$ cat config.mk
export PLATFORM = sky130hd
export DESIGN_NAME = dma_fifo
export DESIGN_NICKNAME = d
export VERILOG_FILES = /design/src/rtl/dma_pkg.sv /design/src/rtl/dma_fifo_mem.sv /design/src/rtl/dma_fifo.sv
export SDC_FILE = /design/constraint.sdc
export NUM_CORES = 1
export LEC_CHECK = 0
export CAP_MARGIN = 30
export CORE_ASPECT_RATIO = 1.2
export CORE_MARGIN = 2
export CORE_UTILIZATION = 39
export CTS_CLUSTER_SIZE = 10
export DETAILED_ROUTE_END_ITERATION = 16
export HOLD_SLACK_MARGIN = 0.05
export PLACE_DENSITY = 0.57
export SLEW_MARGIN = 30
export SYNTH_ARGS = -nofsm -noshare
export SYNTH_HDL_FRONTEND = slang
export SYNTH_HIERARCHICAL = 1
export SYNTH_SLANG_ARGS = --single-unit
export TNS_END_PERCENT = 100
$ cat constraint.sdc
create_clock -name clk -period 3.05 [get_ports clk]
set_input_delay 0.305 -clock clk [delete_from_list [all_inputs] [get_ports clk]]
set_output_delay 0.305 -clock clk [all_outputs]
set_load 0.02 [all_outputs]
$ cat src/rtl/dma_pkg.sv
// DMA FIFO shared package.
// Width defaults, flag levels, pointer width helper.
package dma_pkg;

  localparam int DMA_DATA_W = 16;
  localparam int DMA_DEPTH  = 8;
  localparam int DMA_AF_LVL = 6;
  localparam int DMA_AE_LVL = 2;

  function automatic int dma_aw(input int depth);
    return $clog2(depth);
  endfunction

endpackage

$ cat src/rtl/dma_fifo_mem.sv
// DMA FIFO storage: DEPTH x DATA_W register array.
// One sync write port, one registered read port.
module dma_fifo_mem
  import dma_pkg::*;
#(
  parameter int DATA_W = DMA_DATA_W,
  parameter int DEPTH  = DMA_DEPTH,
  localparam int AW    = dma_aw(DEPTH)
) (
  input  logic              clk,
  input  logic              rst,
  input  logic              wr_en,
  input  logic [AW-1:0]     wr_addr,
  input  logic [DATA_W-1:0] wr_data,
  input  logic              rd_en,
  input  logic [AW-1:0]     rd_addr,
  output logic [DATA_W-1:0] rd_data
);

  logic [DATA_W-1:0] mem [DEPTH];

  // storage write; contents are not reset
  always_ff @(posedge clk) begin
    if (wr_en) mem[wr_addr] <= wr_data;
  end

  // read register: old word wins on same-slot write
  always_ff @(posedge clk or posedge rst) begin
    if (rst)        rd_data <= '0;
    else if (rd_en) rd_data <= mem[rd_addr];
  end

endmodule

$ cat src/rtl/dma_fifo.sv
// DMA FIFO: circular buffer, pointers, count, flags.
// Optional sticky ovf/udf under DMA_FIFO_ERR_EN.
module dma_fifo
  import dma_pkg::*;
#(
  parameter int DATA_W = DMA_DATA_W,
  parameter int DEPTH  = DMA_DEPTH,
  parameter int AF_LVL = DMA_AF_LVL,
  parameter int AE_LVL = DMA_AE_LVL,
  localparam int AW    = dma_aw(DEPTH),
  localparam int CW    = AW + 1
) (
  input  logic              clk,
  input  logic              rst,
  input  logic              wr_en,
  input  logic [DATA_W-1:0] data_in,
  input  logic              rd_en,
`ifdef DMA_FIFO_ERR_EN
  input  logic              err_clr,
  output logic              ovf,
  output logic              udf,
`endif
  output logic [DATA_W-1:0] data_out,
  output logic              rd_valid,
  output logic              full,
  output logic              empty,
  output logic              almost_full,
  output logic              almost_empty,
  output logic [AW:0]       count
);

  logic [AW:0] wr_ptr, rd_ptr;
  logic [AW:0] wr_ptr_n, rd_ptr_n;
  logic [AW:0] count_n;
  logic        wr_acc, rd_acc;
  logic        full_n, empty_n;

  assign rd_acc = rd_en & ~empty;
  assign wr_acc = wr_en & (~full | rd_acc);

  // next pointers and count
  always_comb begin
    wr_ptr_n = wr_ptr + CW'(wr_acc);
    rd_ptr_n = rd_ptr + CW'(rd_acc);
    count_n  = count;
    unique case (1'b1)
      wr_acc & ~rd_acc: count_n = count + 1'b1;
      rd_acc & ~wr_acc: count_n = count - 1'b1;
      default:          count_n = count;
    endcase
  end

  assign empty_n = wr_ptr_n == rd_ptr_n;
  assign full_n  =
    (wr_ptr_n[AW-1:0] == rd_ptr_n[AW-1:0]) &
    (wr_ptr_n[AW] != rd_ptr_n[AW]);

  // pointers, count and flags
  always_ff @(posedge clk or posedge rst) begin
    if (rst) begin
      wr_ptr       <= '0;
      rd_ptr       <= '0;
      count        <= '0;
      full         <= 1'b0;
      empty        <= 1'b1;
      almost_full  <= 1'b0;
      almost_empty <= 1'b1;
      rd_valid     <= 1'b0;
    end else begin
      wr_ptr       <= wr_ptr_n;
      rd_ptr       <= rd_ptr_n;
      count        <= count_n;
      full         <= full_n;
      empty        <= empty_n;
      almost_full  <= count_n >= CW'(AF_LVL);
      almost_empty <= count_n <= CW'(AE_LVL);
      rd_valid     <= rd_acc;
    end
  end

`ifdef DMA_FIFO_ERR_EN
  // sticky errors; set wins over clear
  always_ff @(posedge clk or posedge rst) begin
    if (rst) begin
      ovf <= 1'b0;
      udf <= 1'b0;
    end else begin
      if (wr_en & full & ~rd_acc) ovf <= 1'b1;
      else if (err_clr)           ovf <= 1'b0;
      if (rd_en & empty)          udf <= 1'b1;
      else if (err_clr)           udf <= 1'b0;
    end
  end
`endif

  dma_fifo_mem #(
    .DATA_W (DATA_W),
    .DEPTH  (DEPTH)
  ) u_mem (
    .clk     (clk),
    .rst     (rst),
    .wr_en   (wr_acc),
    .wr_addr (wr_ptr[AW-1:0]),
    .wr_data (data_in),
    .rd_en   (rd_acc),
    .rd_addr (rd_ptr[AW-1:0]),
    .rd_data (data_out)
  );

endmodule

==> results.md <==
* Critical Path, Cell by Cell: nor2b_2, nand2b_1, nand2_1, ha_1, xor2_1, ha_1, a21oi_1, mux2i_1, xnor2_1, a211o_1
* Setup_tns at 0 ns
* Number of enable flip-flop cells after synthesis at between 100 and 150
* Hold buffer count at CTS at 0
* CP arrival at 2.67 ns
* Top FF cell, synth: edfxtp_1
* Remaining antenna violation count after routing at 0
* Die span in y at 146 um
* Post-synth cell types at 36
* Hpwl dp at 8270 um
* Pwr per Cell Area at 1000 nW/um^2
* Tightest hold margin at 0.318 ns
* Fin crit share at 0.775
* # diodes at 0
* Sequential fraction of the synthesis area at 0.716
* Ys Warns at 6
* CTS Root Cell: clkbuf_16
* Layout area overhead at 21.2%
* Slowest stage cell, crit path: dfstp_2
* Fin cells at 689
* CP Max Fanout at 5
* Critical path endpoint category: flop
* Status: finished clean
* TritonRoute pass-1 iters at 4
* I/O pin total at 45
* Die width at 122 um
* TritonCTS buffer count at 17
* Slew margin rel. at 0.396
* Number of synthesized register bits at 161
* CTS tree: done
* Max_cap viols at 0
* Synthesized instance count at 401
* Fmax achieved at 0.423 GHz
* Power Total at roughly 0.008 W
* Peak VDD IR at 0.505 mV
* First-pass GRT wire length at ~21000 um
* Largest net degree at the start of global routing at 36
* Core area at around 16000 um^2
* Die Area at 17800 um^2
* Drt initial violations at 203
* Layout cells sized above 1 at 0.138
* Post-Syn Area at 6520 um^2
* Most frequent cells in the layout: 128 x edfxtp_1, 49 x mux2i_1, 44 x clkdlybuf4s50_1
* DR vias at 3589
* Syn avg cell area at 16.3 um^2
* Initial core utilization at 0.401
* Number of antenna violations at the first check in global routing at 0
* Final Hold Fails at 0
* # Post-CTS Setup Buffers at 0
* Total number of H-tree levels at 4
* Final setup fails at 0
* Nets at 491
* Placer congestion estimate at between 0.7 and 0.8
* Mapped Nets at 428
* RSZ-0062 raised after global routing: false
* Num rows at 51
* CP max stage delay at 0.56 ns
* Clock skew at 0.00633 ns
* WP data required at 3.35 ns
* IO buf count at 44
* Vias in the first global route at 3738
* Most common cell after layout, fill and taps aside: edfxtp_1
* Max clock buf depth at 2
* Worst Tran Pin Value at just over 0.9 ns
* Avg WL per Cell at 19.4 um
* Hold Crit Class: primary input to asynchronous set/reset pin
* Max-slew violations at 0
* Worst-Skew Late Latency at 0.42 ns
* Minimum clock period at 2.36 ns
* CTS clk-pin slew, worst paths at 0.06 ns
* Post-CTS sizing at 0
* CTS sink count at 161
* Critical path type: flop to flop
* Leakage at 2.96 nW
* Global-route usage over all layers at 0.158
* Placed cell count at 657
* DRC viols at 0
* Vias/cell at roughly 5.2
* CP Launch Type: flop
* Final WL at between 10000 and 15000 um
* Total grt overflow at 0
* Async set-or-reset flop fraction in the synthesized netlist at 0.205
* Most frequent CP cell: ha_1
worst max-delay path: cells and delay by family (launching register included):
family	cells	cell delay (ns)
xor+xnor	2	0.23
fa+ha+maj	2	0.45
simple gates	3	0.30
mux	1	0.25
flops	1	0.56
compound gates	2	0.44
worst paths after layout:
path | from | end | slack (ns) | cells after the start
max | empty | almost_full | 0.69 | 10
min in group clk | rd_ptr[3] | rd_ptr[3] | 0.50 | 2
max in group asynchronous | rst | u_mem/rd_data[7] | 2.08 | 2
min reg2reg | rd_ptr[3] | rd_ptr[3] | 0.50 | 2
min | rst | rd_ptr[3] | 0.32 | 2
max reg2reg | empty | almost_full | 0.69 | 10
flip-flops by register name, summed over array words and instances (netlist names):
signal and count:
u_mem/mem 128, u_mem/rd_data 16, count 4, rd_ptr 4
wr_ptr 4, almost_empty 1, almost_full 1, empty 1
full 1, rd_valid 1
area by class of cell:
type                            count  area, um^2
Clock buffer                       18         439
Clock inverter                     14         213
Fill cell                        1406        8360
Inverter                            6        22.5
Multi-Input combinational cell    211        1680
Sequential cell                   161        4680
Tap cell                          212         265
Timing Repair Buffer               67         613
power breakdown:
part | switching, W | internal (W)
registers | 0.000332 | 0.00286
clock network | 0.000832 | 0.00147
logic | 0.00133 | 0.00109
cells by family (layout without fill, tap and decap cells):
group | Yosys count | count (layout) | share of synthesized area
xor gates and xnor gates | 11 | 11 | 0.0148
adders and majority gates | 7 | 7 | 0.0134
muxes | 50 | 50 | 0.0769
and+or+nand+nor | 82 | 82 | 0.0723
buffers and inverters | 29 | 105 | 0.0282
AOI/OAI and AO/OA | 61 | 61 | 0.0781
DFF | 161 | 161 | 0.716
metrics by stage:
stage	setup WS (ns)	cell area [um^2]	util
3_5_place_dp	0.314	7260	0.446
6_report	0.686	7910	0.486
2_1_floorplan	0.306	6520	-
5_1_grt	0.546	7910	0.486
3_3_place_gp	0.381	7260	0.446
4_1_cts	0.680	7910	0.486
synth_stat cells (all sizes together) (2+ instances only):
master  instances  share of area
nand2           3         0.0017
inv             6         0.0035
a22oi          16          0.018
nand2b          5         0.0059
xor2            9          0.012
buf            17          0.021
a41o           16          0.025
nor2           10         0.0058
a21oi           6         0.0046
xnor2           2         0.0027
dfrtp          31           0.12
nor3            3         0.0023
a211o          17          0.023
mux2i          49          0.075
o21ai           2         0.0015
edfxtp        128           0.59
nor2b          37          0.035
dfstp           2         0.0081
ha              7          0.013
clkbuf          6         0.0035
nand3          18          0.014
metal layers:
| metal | vias up | wire length, um | track usage | share of wire |
|---|---|---|---|---|
| li1 | 1664 | - | - | - |
| met1 | 1845 | 5890 | 0.198 | 0.44 |
| met2 | 64 | 6840 | 0.267 | 0.51 |
| met3 | 16 | 481 | 0.0427 | 0.036 |
| met4 | 0 | 171 | 0.0500 | 0.013 |
| met5 | - | 0 | 0 | 0 |
Note: power is estimated with default switching activity, not from simulation.
==> RTL change 1: new RTL, config.mk and constraints unchanged <==
Put one more register stage on the output `count`. The value now appears one clock later. The other outputs are not delayed to match.
--- a/src/rtl/dma_fifo.sv
+++ b/src/rtl/dma_fifo.sv
@@ -30,4 +30,6 @@
 );
 
+  logic [AW:0] count_s0;
+
   logic [AW:0] wr_ptr, rd_ptr;
   logic [AW:0] wr_ptr_n, rd_ptr_n;
@@ -43,9 +45,9 @@
     wr_ptr_n = wr_ptr + CW'(wr_acc);
     rd_ptr_n = rd_ptr + CW'(rd_acc);
-    count_n  = count;
+    count_n  = count_s0;
     unique case (1'b1)
-      wr_acc & ~rd_acc: count_n = count + 1'b1;
-      rd_acc & ~wr_acc: count_n = count - 1'b1;
-      default:          count_n = count;
+      wr_acc & ~rd_acc: count_n = count_s0 + 1'b1;
+      rd_acc & ~wr_acc: count_n = count_s0 - 1'b1;
+      default:          count_n = count_s0;
     endcase
   end
@@ -61,5 +63,5 @@
       wr_ptr       <= '0;
       rd_ptr       <= '0;
-      count        <= '0;
+      count_s0     <= '0;
       full         <= 1'b0;
       empty        <= 1'b1;
@@ -70,5 +72,5 @@
       wr_ptr       <= wr_ptr_n;
       rd_ptr       <= rd_ptr_n;
-      count        <= count_n;
+      count_s0     <= count_n;
       full         <= full_n;
       empty        <= empty_n;
@@ -108,4 +110,8 @@
   );
 
+  always_ff @(posedge clk) begin
+    count <= count_s0;
+  end
+
 endmodule
 
Function: changed (Yosys sat finds a counterexample within 4 cycles, from zero or initial values and one cycle with rst high).
==> RTL change 1 against the unedited design <==
Synthesized area increased by 1.2%; wire length decreased by 1.1%; cell count increased by 1.3%; total power decreased by 2.3%; via count increased by 1.6%; critical endpoint unchanged; highest routed layer unchanged; worst setup slack got worse by 0.040 ns; sequential cell count increased by 4; cell area increased by 0.36%.
==> RTL change 1: results (changes against the unedited design) <==
GRT
  • Largest net degree at the start of global routing: 36 (unchanged)
  • GR Util All Layers: 0.157 (was 0.158)
  • Antenna violations before repair: 0 (unchanged)
  • First-pass GRT wire length: 20.7 mm (about the same)
  • Vias in the first global route: 3705 (was 3738)

Final layout
  • Ant diodes: 0 (unchanged)
  • Filler instances: 1431 (was 1406)
  • Top Registers: u_mem/mem (128), u_mem/rd_data (16) (unchanged)
  • Share of cells above drive strength 1: 0.135 (was 0.138)
  • Final #Nets: 496 (was 491)
  • Largest register FFs: 128 (unchanged)
  • Commonest non-fill, non-tap cell in the layout: edfxtp_1 (unchanged)

CTS
  • Post-CTS Setup Inserts: 0 (unchanged)
  • Post-CTS sizing: 0 (unchanged)
  • Maximum buffer depth of the clock tree: 2 (unchanged)
  • Clock root buffer master: clkbuf_16 (unchanged)
  • H-tree levels: 4 (unchanged)
  • CTS Hold Bufs: 0 (unchanged)
  • Clk Latency, worst-skew pair: 0.42 ns (about the same)
  • Clock-pin slew on the worst setup and hold paths: 0.06 ns (about the same)
  • Total CTS buffers: 17 (unchanged)

Timing
  • Final Skew: 0.00802 ns (was 0.00633 ns)
  • Worst-margin pin slew: 0.873 ns (was 0.905 ns)

Power and ir drop
  • Leak: 2.99 nW (was 2.96 nW)
  • VDD IR-drop max: 0.448 mV (was 0.505 mV)

Synthesis
  • YS warnings: 6 (unchanged)
  • Netlist cell types: 37 (was 36)
  • Main synth FF type: edfxtp_1 (unchanged)
  • Number of synthesized flops with an enable pin: 128 (unchanged)
  • Area contributors post-synth: edfxtp_1, dfrtp_1, mux2i_1 (unchanged)
  • Part of the Yosys area used for sequential elements: 0.720 (was 0.716)
  • Synth Net Count: 432 (was 428)
  • Post-synth top cells: edfxtp_1, mux2i_1, nor2b_1 (unchanged)
  • Post-synth ARST share: 0.200 (was 0.205)

Drt
  • Avg WL per Cell: 19.0 µm (was 19.4 µm)
  • Vias/cell: 5.22 (was 5.21)
  • Drt first pass iters: 6 (was 4)
  • Initial DRC Count: 213 (was 203)

Critical path
  • Delay-heaviest family, CP: flip-flops (unchanged)
  • Crit path arrival time: 2.70 ns (was 2.67 ns)
  • R2R cell count: 10 (unchanged)
  • Worst-path maximum fanout: 5 (unchanged)
  • Crit-path max cell delay: 0.54 ns (was 0.56 ns)
  • CP max-delay cell: dfstp_2 (unchanged)

Placed design
  • # port buffers: 44 (unchanged)
  • Global placement routability congestion: 0.797 (was 0.772)
  • Detailed placement HPWL: 8.33 mm (was 8.27 mm)
  • Placed instance area: 7350 µm² (was 7260 µm²)

Run status
  • Status: finished, final reports clean (unchanged)

Min path
  • Hold Crit Class: primary input to async pin (unchanged)
[RTL change 1: final cells by class]
cell class              instances  area [µm²]  share of cell area
flip-flops and latches        165        4760               0.599
multi-input cells             211        1680               0.212
repair buffers                 68         621              0.0782
clock buffers                  26         553              0.0697
well taps                     216         270              0.0341
clock inverters                 6        35.0             0.00441
inverters                       6        22.5             0.00284
[RTL change 1: layer usage]
metal,part of all wire,global-route usage,vias to the layer above
li1,-,-,1680
met1,0.44,0.200,1867
met2,0.50,0.258,90
met3,0.058,0.0426,10
met4,0.0080,0.0483,0
met5,0,0,-
[RTL change 1: power breakdown]
part	total [mW]	switching, mW	internal (mW)
sequential	3.31	0.376	2.94
combinational	2.38	1.28	1.10
clock	2.05	0.796	1.25
[RTL change 1: worst register-to-register path, stage by stage, from the launching register on]
cell,delay [ns]
dfstp_2,0.54
nor2b_2,0.04
nand2b_1,0.13
nand2_1,0.12
ha_1,0.26
xor2_1,0.09
ha_1,0.19
a21oi_1,0.17
mux2i_1,0.31
xnor2_1,0.16
a211o_1,0.27
[RTL change 1: final timing paths]
check / slack [ns] / end / from
setup / recovery: 0.65 / almost_full / empty
hold / removal: 0.32 / wr_ptr[0] / rst
min in group clk: 0.51 / rd_ptr[3] / rd_ptr[3]
hold reg to reg: 0.51 / rd_ptr[3] / rd_ptr[3]
setup reg to reg: 0.65 / almost_full / empty
max in group asynchronous: 2.09 / u_mem/rd_data[15] / rst
[RTL change 1: cells by family (layout without fill, tap and decap cells)]
logic type,count (synthesis),count (layout),synth area share
buffers and inverters,29,106,0.0279
AOI/OAI and AO/OA,61,61,0.0771
muxes,50,50,0.0760
DFF,165,165,0.720
adders and majority gates,7,7,0.0133
and+or+nand+nor,82,82,0.0714
xor gates and xnor gates,11,11,0.0146
[RTL change 1: metrics by stage]
| step | worst slack, ns | std cells |
|---|---|---|
| finish | 0.646 | 698 |
| global route | 0.554 | 698 |
| CTS | 0.692 | 698 |
| detailed placement | 0.328 | 666 |
| global placement | 0.443 | 666 |
| floorplan | 0.306 | 405 |
==> RTL change 2: new RTL, same flow settings <==
Made on the original files. The option `DMA_FIFO_ERR_EN` is turned on by a define.
--- a/src/rtl/dma_fifo.sv
+++ b/src/rtl/dma_fifo.sv
@@ -1,4 +1,6 @@
 // DMA FIFO: circular buffer, pointers, count, flags.
 // Optional sticky ovf/udf under DMA_FIFO_ERR_EN.
+`define DMA_FIFO_ERR_EN
+
 module dma_fifo
   import dma_pkg::*;
Interface: changed (added err_clr, ovf and udf); port bits go from 45 to 48. The function was not compared with the original's and may differ.
==> RTL change 2 against the unedited design <==
Cell count increased by 2.5%; critical path type unchanged; synthesized area increased by 1.3%; total power hardly changed; worst setup slack gained 0.058 ns; cell area increased by 1.3%; clock skew about the same; synthesized cell count increased by 2.2%; sequential power increased by 3%; first-iteration DRC count increased by 35%; die area rose by 1.3%; wire length grew 1.4%; hold slack worse by 0.016 ns; sequential cell count increased by 2; largest power group unchanged; core utilization decreased by 0.71 points.
==> RTL change 2: results (changes against the unedited design) <==
Drt
  • Avg WL per Cell: 19.2 µm (was 19.4 µm)
  • DR vias: 3666 (was 3589)
  • DR WL met3: 531 µm (was 481 µm)
  • DRT Wirelength: 13.6 mm (was 13.4 mm)
  • Metal-1 WL: 6.04 mm (was 5.89 mm)

Timing
  • Setup ws final: 0.743 ns (was 0.686 ns)
  • Final Skew: 0.00650 ns (was 0.00633 ns)
  • Worst-margin pin slew: 0.890 ns (was 0.905 ns)

Synthesis
  • Post-synth ARST share: 0.215 (was 0.205)
  • Area contributors post-synth: edfxtp_1, dfrtp_1, mux2i_1 (unchanged)
  • Part of the Yosys area used for sequential elements: 0.714 (was 0.716)
  • Synth Net Count: 438 (was 428)

Run status
  • Status: finished, final reports clean (unchanged)

Critical path
  • R2R cell count: 9 (was 10)
  • Crit-path max cell delay: 0.54 ns (was 0.56 ns)
  • R2r setup slk: 0.74 ns (was 0.69 ns)

GRT
  • Routing usage on met2: 0.259 (was 0.267)
  • M1 GR Usage: 0.215 (was 0.198)
  • Largest net degree at the start of global routing: 50 (was 36)
  • GR Util All Layers: 0.161 (was 0.158)
  • First-pass GRT wire length: 21.2 mm (was 20.7 mm)

Power and ir drop
  • VDD IR-drop max: 0.542 mV (was 0.505 mV)
  • Leak: 3.01 nW (was 2.96 nW)

Placed design
  • Placed instance area: 7380 µm² (was 7260 µm²)
  • Pre-CTS WS: 0.449 ns (was 0.314 ns)
  • Detailed placement HPWL: 8.35 mm (was 8.27 mm)
  • Placed insts: 675 (was 657)
  • Global placement routability congestion: 0.770 (was 0.772)
RTL change 2: cell count changes after synthesis, sizes merged:
cell   before  now
dfrtp      31   33
nand2       3    5
nor2b      37   35
and2b       1    2
o21ai       2    4
nand3      18   19
inv         6    9
RTL change 2: cell families after synthesis:
kind of cell             share of synthesized area
flip-flops                                   0.714
AND/OR/NAND/NOR                             0.0725
AO/OA/AOI/OAI                               0.0786
multiplexers                                0.0759
buffers and inverters                       0.0309
XOR/XNOR                                    0.0146
adder cells (fa/ha/maj)                     0.0132
RTL change 2: where the power goes:
group          switching (mW)  internal (mW)
registers               0.382           2.88
logic                    1.29           1.12
clock network           0.801           1.42
RTL change 2: final cells by class:
type                    instances  area, µm²  area share
flip-flops and latches        163       4730       0.590
clock buffers                  21        470      0.0587
inverters                       9       33.8     0.00422
clock inverters                10        155      0.0194
multi-input cells             215       1690       0.212
repair buffers                 72        658      0.0822
well taps                     216        270      0.0337
